**src/rtl/seg7_scan_driver.sv**
```systemverilog
// Multiplexed seven-segment scan driver with shadow/display registers for
// tear-free updates, ghost blanking, leading-zero suppression and pin polarity.
module seg7_scan_driver #(
  parameter int unsigned NDIG       = 4,
  parameter int unsigned DIV        = 100000,
  parameter int unsigned GHOST      = 2,
  parameter bit          ACTIVE_LOW = 1'b1
) (
  input  logic                    clk,
  input  logic                    rst,
  input  logic [4*NDIG-1:0]       digits,
  input  logic [NDIG-1:0]         dp_in,
  input  logic [NDIG-1:0]         blank,
  input  logic                    lz_en,
  input  logic                    load,
  output logic [7:0]              seg,
  output logic [NDIG-1:0]         an,
  output logic [$clog2(NDIG)-1:0] scan_idx,
  output logic                    frame
);

  localparam int unsigned CW = $clog2(DIV);
  localparam int unsigned IW = $clog2(NDIG);
  localparam int unsigned SW = 6 * NDIG;

  logic [CW-1:0]   cnt_q, cnt_d;
  logic [IW-1:0]   idx_q, idx_d;
  logic [SW-1:0]   shadow_q, shadow_d;
  logic [SW-1:0]   display_q, display_d;
  logic            frame_q;
  logic [7:0]      seg_q, seg_d;
  logic [NDIG-1:0] an_q, an_d;

  logic            wrap, last, boundary, ghost, dark, all_zero;
  logic [SW-1:0]   in_vec;
  logic [4*NDIG-1:0] disp_dig;
  logic [NDIG-1:0] disp_dp, disp_bl, lz_dark;
  logic [3:0]      cur_nib;
  logic [7:0]      seg_raw;
  logic [NDIG-1:0] an_raw;

  function automatic logic [6:0] seg7(input logic [3:0] v);
    logic [6:0] p;
    unique case (v)
      4'h0: p = 7'b1111110;
      4'h1: p = 7'b0110000;
      4'h2: p = 7'b1101101;
      4'h3: p = 7'b1111001;
      4'h4: p = 7'b0110011;
      4'h5: p = 7'b1011011;
      4'h6: p = 7'b1011111;
      4'h7: p = 7'b1110000;
      4'h8: p = 7'b1111111;
      4'h9: p = 7'b1111011;
      4'hA: p = 7'b1110111;
      4'hB: p = 7'b0011111;
      4'hC: p = 7'b1001110;
      4'hD: p = 7'b0111101;
      4'hE: p = 7'b1001111;
      4'hF: p = 7'b1000111;
    endcase
    return p;
  endfunction

  // Scan timing and register update.
  always_comb begin
    in_vec   = {digits, dp_in, blank};
    wrap     = (cnt_q == CW'(DIV - 1));
    last     = (idx_q == IW'(NDIG - 1));
    boundary = wrap && last;
    cnt_d    = wrap ? '0 : cnt_q + CW'(1);
    idx_d    = idx_q;
    if (wrap) idx_d = last ? '0 : idx_q + IW'(1);
    shadow_d  = load ? in_vec : shadow_q;
    // A load coinciding with the boundary bypasses the stale shadow.
    display_d = boundary ? (load ? in_vec : shadow_q) : display_q;
  end

  // Leading-zero scan from the most significant digit downwards.
  always_comb begin
    disp_dig = display_q[SW-1 -: 4*NDIG];
    disp_dp  = display_q[2*NDIG-1 -: NDIG];
    disp_bl  = display_q[NDIG-1:0];
    all_zero = 1'b1;
    lz_dark  = '0;
    for (int i = NDIG - 1; i >= 0; i--) begin
      all_zero   = all_zero && (disp_dig[4*i +: 4] == 4'h0);
      lz_dark[i] = lz_en && all_zero && (i != 0);
    end
  end

  always_comb begin
    cur_nib = disp_dig[{idx_q, 2'b00} +: 4];
    dark    = disp_bl[idx_q] || lz_dark[idx_q];
    ghost   = (cnt_q < CW'(GHOST));
    seg_raw = {dark ? 7'b0 : seg7(cur_nib), disp_dp[idx_q] && !disp_bl[idx_q]};
    an_raw  = '0;
    an_raw[idx_q] = 1'b1;
    if (ghost) begin
      seg_raw = '0;
      an_raw  = '0;
    end
    seg_d = seg_raw ^ {8{ACTIVE_LOW}};
    an_d  = an_raw ^ {NDIG{ACTIVE_LOW}};
  end

  always_ff @(posedge clk) begin
    if (rst) begin
      cnt_q     <= '0;
      idx_q     <= '0;
      shadow_q  <= '0;
      display_q <= '0;
      frame_q   <= 1'b0;
      seg_q     <= {8{ACTIVE_LOW}};
      an_q      <= {NDIG{ACTIVE_LOW}};
    end else begin
      cnt_q     <= cnt_d;
      idx_q     <= idx_d;
      shadow_q  <= shadow_d;
      display_q <= display_d;
      frame_q   <= boundary;
      seg_q     <= seg_d;
      an_q      <= an_d;
    end
  end

  assign seg      = seg_q;
  assign an       = an_q;
  assign scan_idx = idx_q;
  assign frame    = frame_q;

endmodule
```
**config.mk**
```make
export PLATFORM = sky130hd
export DESIGN_NAME = seg7_scan_driver
export DESIGN_NICKNAME = d
export VERILOG_FILES = /design/src/rtl/seg7_scan_driver.sv
export SDC_FILE = /design/constraint.sdc
export NUM_CORES = 1
export LEC_CHECK = 0
export CORE_ASPECT_RATIO = 1.25
export CORE_MARGIN = 2
export CORE_UTILIZATION = 40
export CTS_CLUSTER_SIZE = 16
export DETAILED_ROUTE_END_ITERATION = 8
export PLACE_DENSITY_LB_ADDON = 0.15
export SYNTH_ARGS = -nofsm -noshare
export SYNTH_HDL_FRONTEND = slang
export SYNTH_SLANG_ARGS = --single-unit
```
**constraint.sdc**
```tcl
create_clock -name clk -period 6.86 [get_ports clk]
set_clock_uncertainty 0.2 [all_clocks]
set_input_delay 1.372 -clock clk [delete_from_list [all_inputs] [get_ports clk]]
set_output_delay 1.372 -clock clk [all_outputs]
set_load 0.02 [all_outputs]
```
==> results by group <==
Yosys
  – Syn. warnings: 0
  – Synth cell count leaders: dfxtp_1 (80), nor2_1 (50), mux2i_1 (28)
  – Avg Inst Size Synth: between 10 and 15 um^2
  – EDFF count, synth: 0
  – Syn Inst Count: around 310
  – Main flop type after synthesis: dfxtp_1
  – Yosys reg bits: 80
  – Seq/Total Area, Yosys: 0.490
  – Synth area leaders: dfxtp_1 (49%), mux2i_1 (8.6%), o22a_1 (6.2%)
  – Cell taking the most area after synthesis: dfxtp_1
  – Area of the mapped netlist: roughly 3300 um^2
  – Most frequent cell after synthesis: dfxtp_1
  – Post-synth top area share: 0.490
  – Syn Nets: around 350
  – Number of distinct library cells after synthesis: 40
  – Ys async rst share: 0

STA
  – Max Clock Freq: between 0.2 and 0.3 GHz
  – Final hold vios: 0
  – WHS: between 0.2 and 0.3 ns
  – Endpoints failing setup: 0
  – Fin crit share: 0.495
  – RSZ-0062 raised after global routing: no
  – Worst-Margin Slew: 1.06 ns
  – Setup TNS: 0 ns
  – Final Critical Period: 3.39 ns
  – Relative slew slack: 0.291
  – Final max-slew violation count: 0

Worst setup path
  – CP required: between 5 and 6 ns
  – Slowest CP cell: dfxtp_1
  – Crit Path Class: flop to output port
  – Crit path DAT: between 1.5 and 2 ns
  – Crit-path cells: clkdlybuf4s50_1
  – Worst path bufs/invs: 1
  – CP max stage delay: about 0.74 ns
  – Family with the most delay on the worst path: flip-flops
  – CP startpoint kind: flop
  – Critical Path Sink Type: output port
  – CP max FO: 14

CTS
  – Post-CTS Setup Bufs: 0
  – Cts bufs inserted: 9
  – Clock-pin slew on the worst setup and hold paths: roughly 0.080 ns
  – CTS max path bufs: 2
  – Clock Latency Late Sink: between 0.3 and 0.4 ns
  – CTS root buffer: clkbuf_8
  – CTS tree: done
  – Clk sink count: 80
  – # H-tree levels: 3
  – Hold_buf cts: 0
  – PostCTS Resize Cnt: 0

Floorplan
  – Initial Util: 0.415
  – Die Y: 105 um
  – Core Rows: 36
  – Die ar.: ~9000 um^2
  – Io pins: 43
  – DIE WIDTH: approximately 85 um
  – Core area: between 7000 and 8000 um^2

Detailed routing
  – Drt first pass iters: 4
  – Vias post-DR: around 2300
  – DR DRC count: 0
  – Starting DRC count in detailed routing: 84
  – Final ANT Viol Nets: 0
  – DR WL/cell: 13.7 um
  – Via density: ~5.1
  – Routed WL: 6190 um

Job
  – Max-capacitance violation count: 0

Global route
  – GRT Overall Usage: 0.153
  – Initial antenna violation count: 0
  – Grt ovf: 0
  – First-pass GRT wire length: 10800 um
  – Largest net degree at the start of global routing: 36
  – Vias in the first global route: around 2300

Pwr
  – Combinational share of power: 0.074
  – Maximum VDD drop: around 0.13 mV
  – Clock group share of total power: 0.390
  – Reg power frac: 0.537
  – Net Sw Power: between 0.2 and 0.25 mW
  – Pint: 0.692 mW
  – Sw frac: 0.229
  – Power density over the cells: between 200 and 250 nW/um^2
  – Leakage: roughly 1.6 nW

Finish
  – Layout net count: 390
  – Finished Layout Cells: between 400 and 500
  – Synth-to-Final Area Change: 20.5%
  – Fillers: around 750
  – Share of layout cells above drive strength 1: 0.0899
  – Ant. Diodes: 0

Outcome
  – Status: finished clean

Placed design
  – Final HPWL DP: 4360 um
  – IO Port Bufs: 42
  – Placer Congestion: ~0.8
  – Placed cell count: between 400 and 500

Min path
  – Worst Hold Class: flop to flop
## cell type report
| class | count | area (um^2) | area share |
|---|---|---|---|
| well taps | 95 | 119 | 0.0302 |
| clock buffers | 10 | 138 | 0.0349 |
| flip-flops and latches | 80 | 1600 | 0.406 |
| inverters | 7 | 26.3 | 0.00667 |
| repair buffers | 44 | 435 | 0.110 |
| clock inverters | 6 | 66.3 | 0.0168 |
| multi-input cells | 209 | 1560 | 0.395 |
## path summary, 6_finish.rpt
check / startpoint / endpoint / slack (ns) / cells after the start
max: scan_idx[0]$_SDFFE_PP0N_ / scan_idx[0] / 3.47 / 1
min: cnt_q[0]$_SDFF_PP0_ / cnt_q[0]$_SDFF_PP0_ / 0.25 / 1
max reg2reg: scan_idx[0]$_SDFFE_PP0N_ / display_q[4]$_SDFFE_PP0P_ / 3.84 / 5
min reg2reg: cnt_q[0]$_SDFF_PP0_ / cnt_q[0]$_SDFF_PP0_ / 0.25 / 1
## placed cells by master (no fill, tap or decap), types with 2 or more instances in the layout
| master | n |
|---|---|
| dfxtp_1 | 80 |
| nor2_1 | 50 |
| clkdlybuf4s50_1 | 42 |
| mux2i_1 | 28 |
| o22a_1 | 23 |
| nand2_1 | 20 |
| ha_1 | 11 |
| nand3_1 | 10 |
| clkbuf_8 | 10 |
| xor2_1 | 8 |
| inv_1 | 7 |
| mux4_2 | 7 |
| nor3_1 | 7 |
| xnor2_1 | 7 |
| nor4_1 | 5 |
| nand2b_1 | 5 |
| a21oi_1 | 3 |
| nor4_2 | 2 |
| or4_1 | 2 |
| o21ai_0 | 2 |
| o211ai_1 | 2 |
| and3_1 | 2 |
| clkinv_2 | 2 |
| clkinv_4 | 2 |
| buf_4 | 2 |
## state kept, by name (all words and copies together) (netlist names)
signal	flops
display_q	24
seg	8
an	4
shadow_q	24
scan_idx	2
cnt_q	17
frame	1
## logic make-up after synthesis
kind of cell	count (synthesis)	synth area share
AND/OR/NAND/NOR	114	0.174
flip-flops	80	0.490
AO/OA/AOI/OAI	33	0.0819
multiplexers	36	0.137
XOR/XNOR	15	0.0402
buffers and inverters	23	0.0348
adder cells (fa/ha/maj)	11	0.0421
## power groups by stage
stage | Clock (mW) | Sequential, mW | Combinational, mW
global route | 0.384 | 0.483 | 0.0743
floorplan | 0 | 0.497 | 0.0337
finish | 0.350 | 0.482 | 0.0662
global placement | 0 | 0.492 | 0.0668
CTS | 0.362 | 0.482 | 0.0676
detailed placement | 0 | 0.493 | 0.0674
## worst reg2reg max path, cell delays in order, from the launching register on
cell     delay [ns]
dfxtp_1        0.74
ha_1           0.30
inv_1          0.09
nor3b_4        0.88
nor2_2         0.42
o22a_1         0.29
## layer usage
metal	track usage	part of all wire
met1	0.181	0.44
met2	0.249	0.49
met3	0.0506	0.047
met4	0.0692	0.023
met5	0	0
## per-stage QoR
step	setup WS [ns]	total power, mW	instance area, um^2	utilization
after floorplan	4.22	0.531	3270	-
after global placement	3.56	0.559	3740	0.474
after detailed placement	3.52	0.560	3740	0.474
after CTS	3.41	0.911	3940	0.500
after global routing	3.32	0.942	3940	0.500
final	3.47	0.898	3940	0.500
Power figures use the tool's default switching activity.
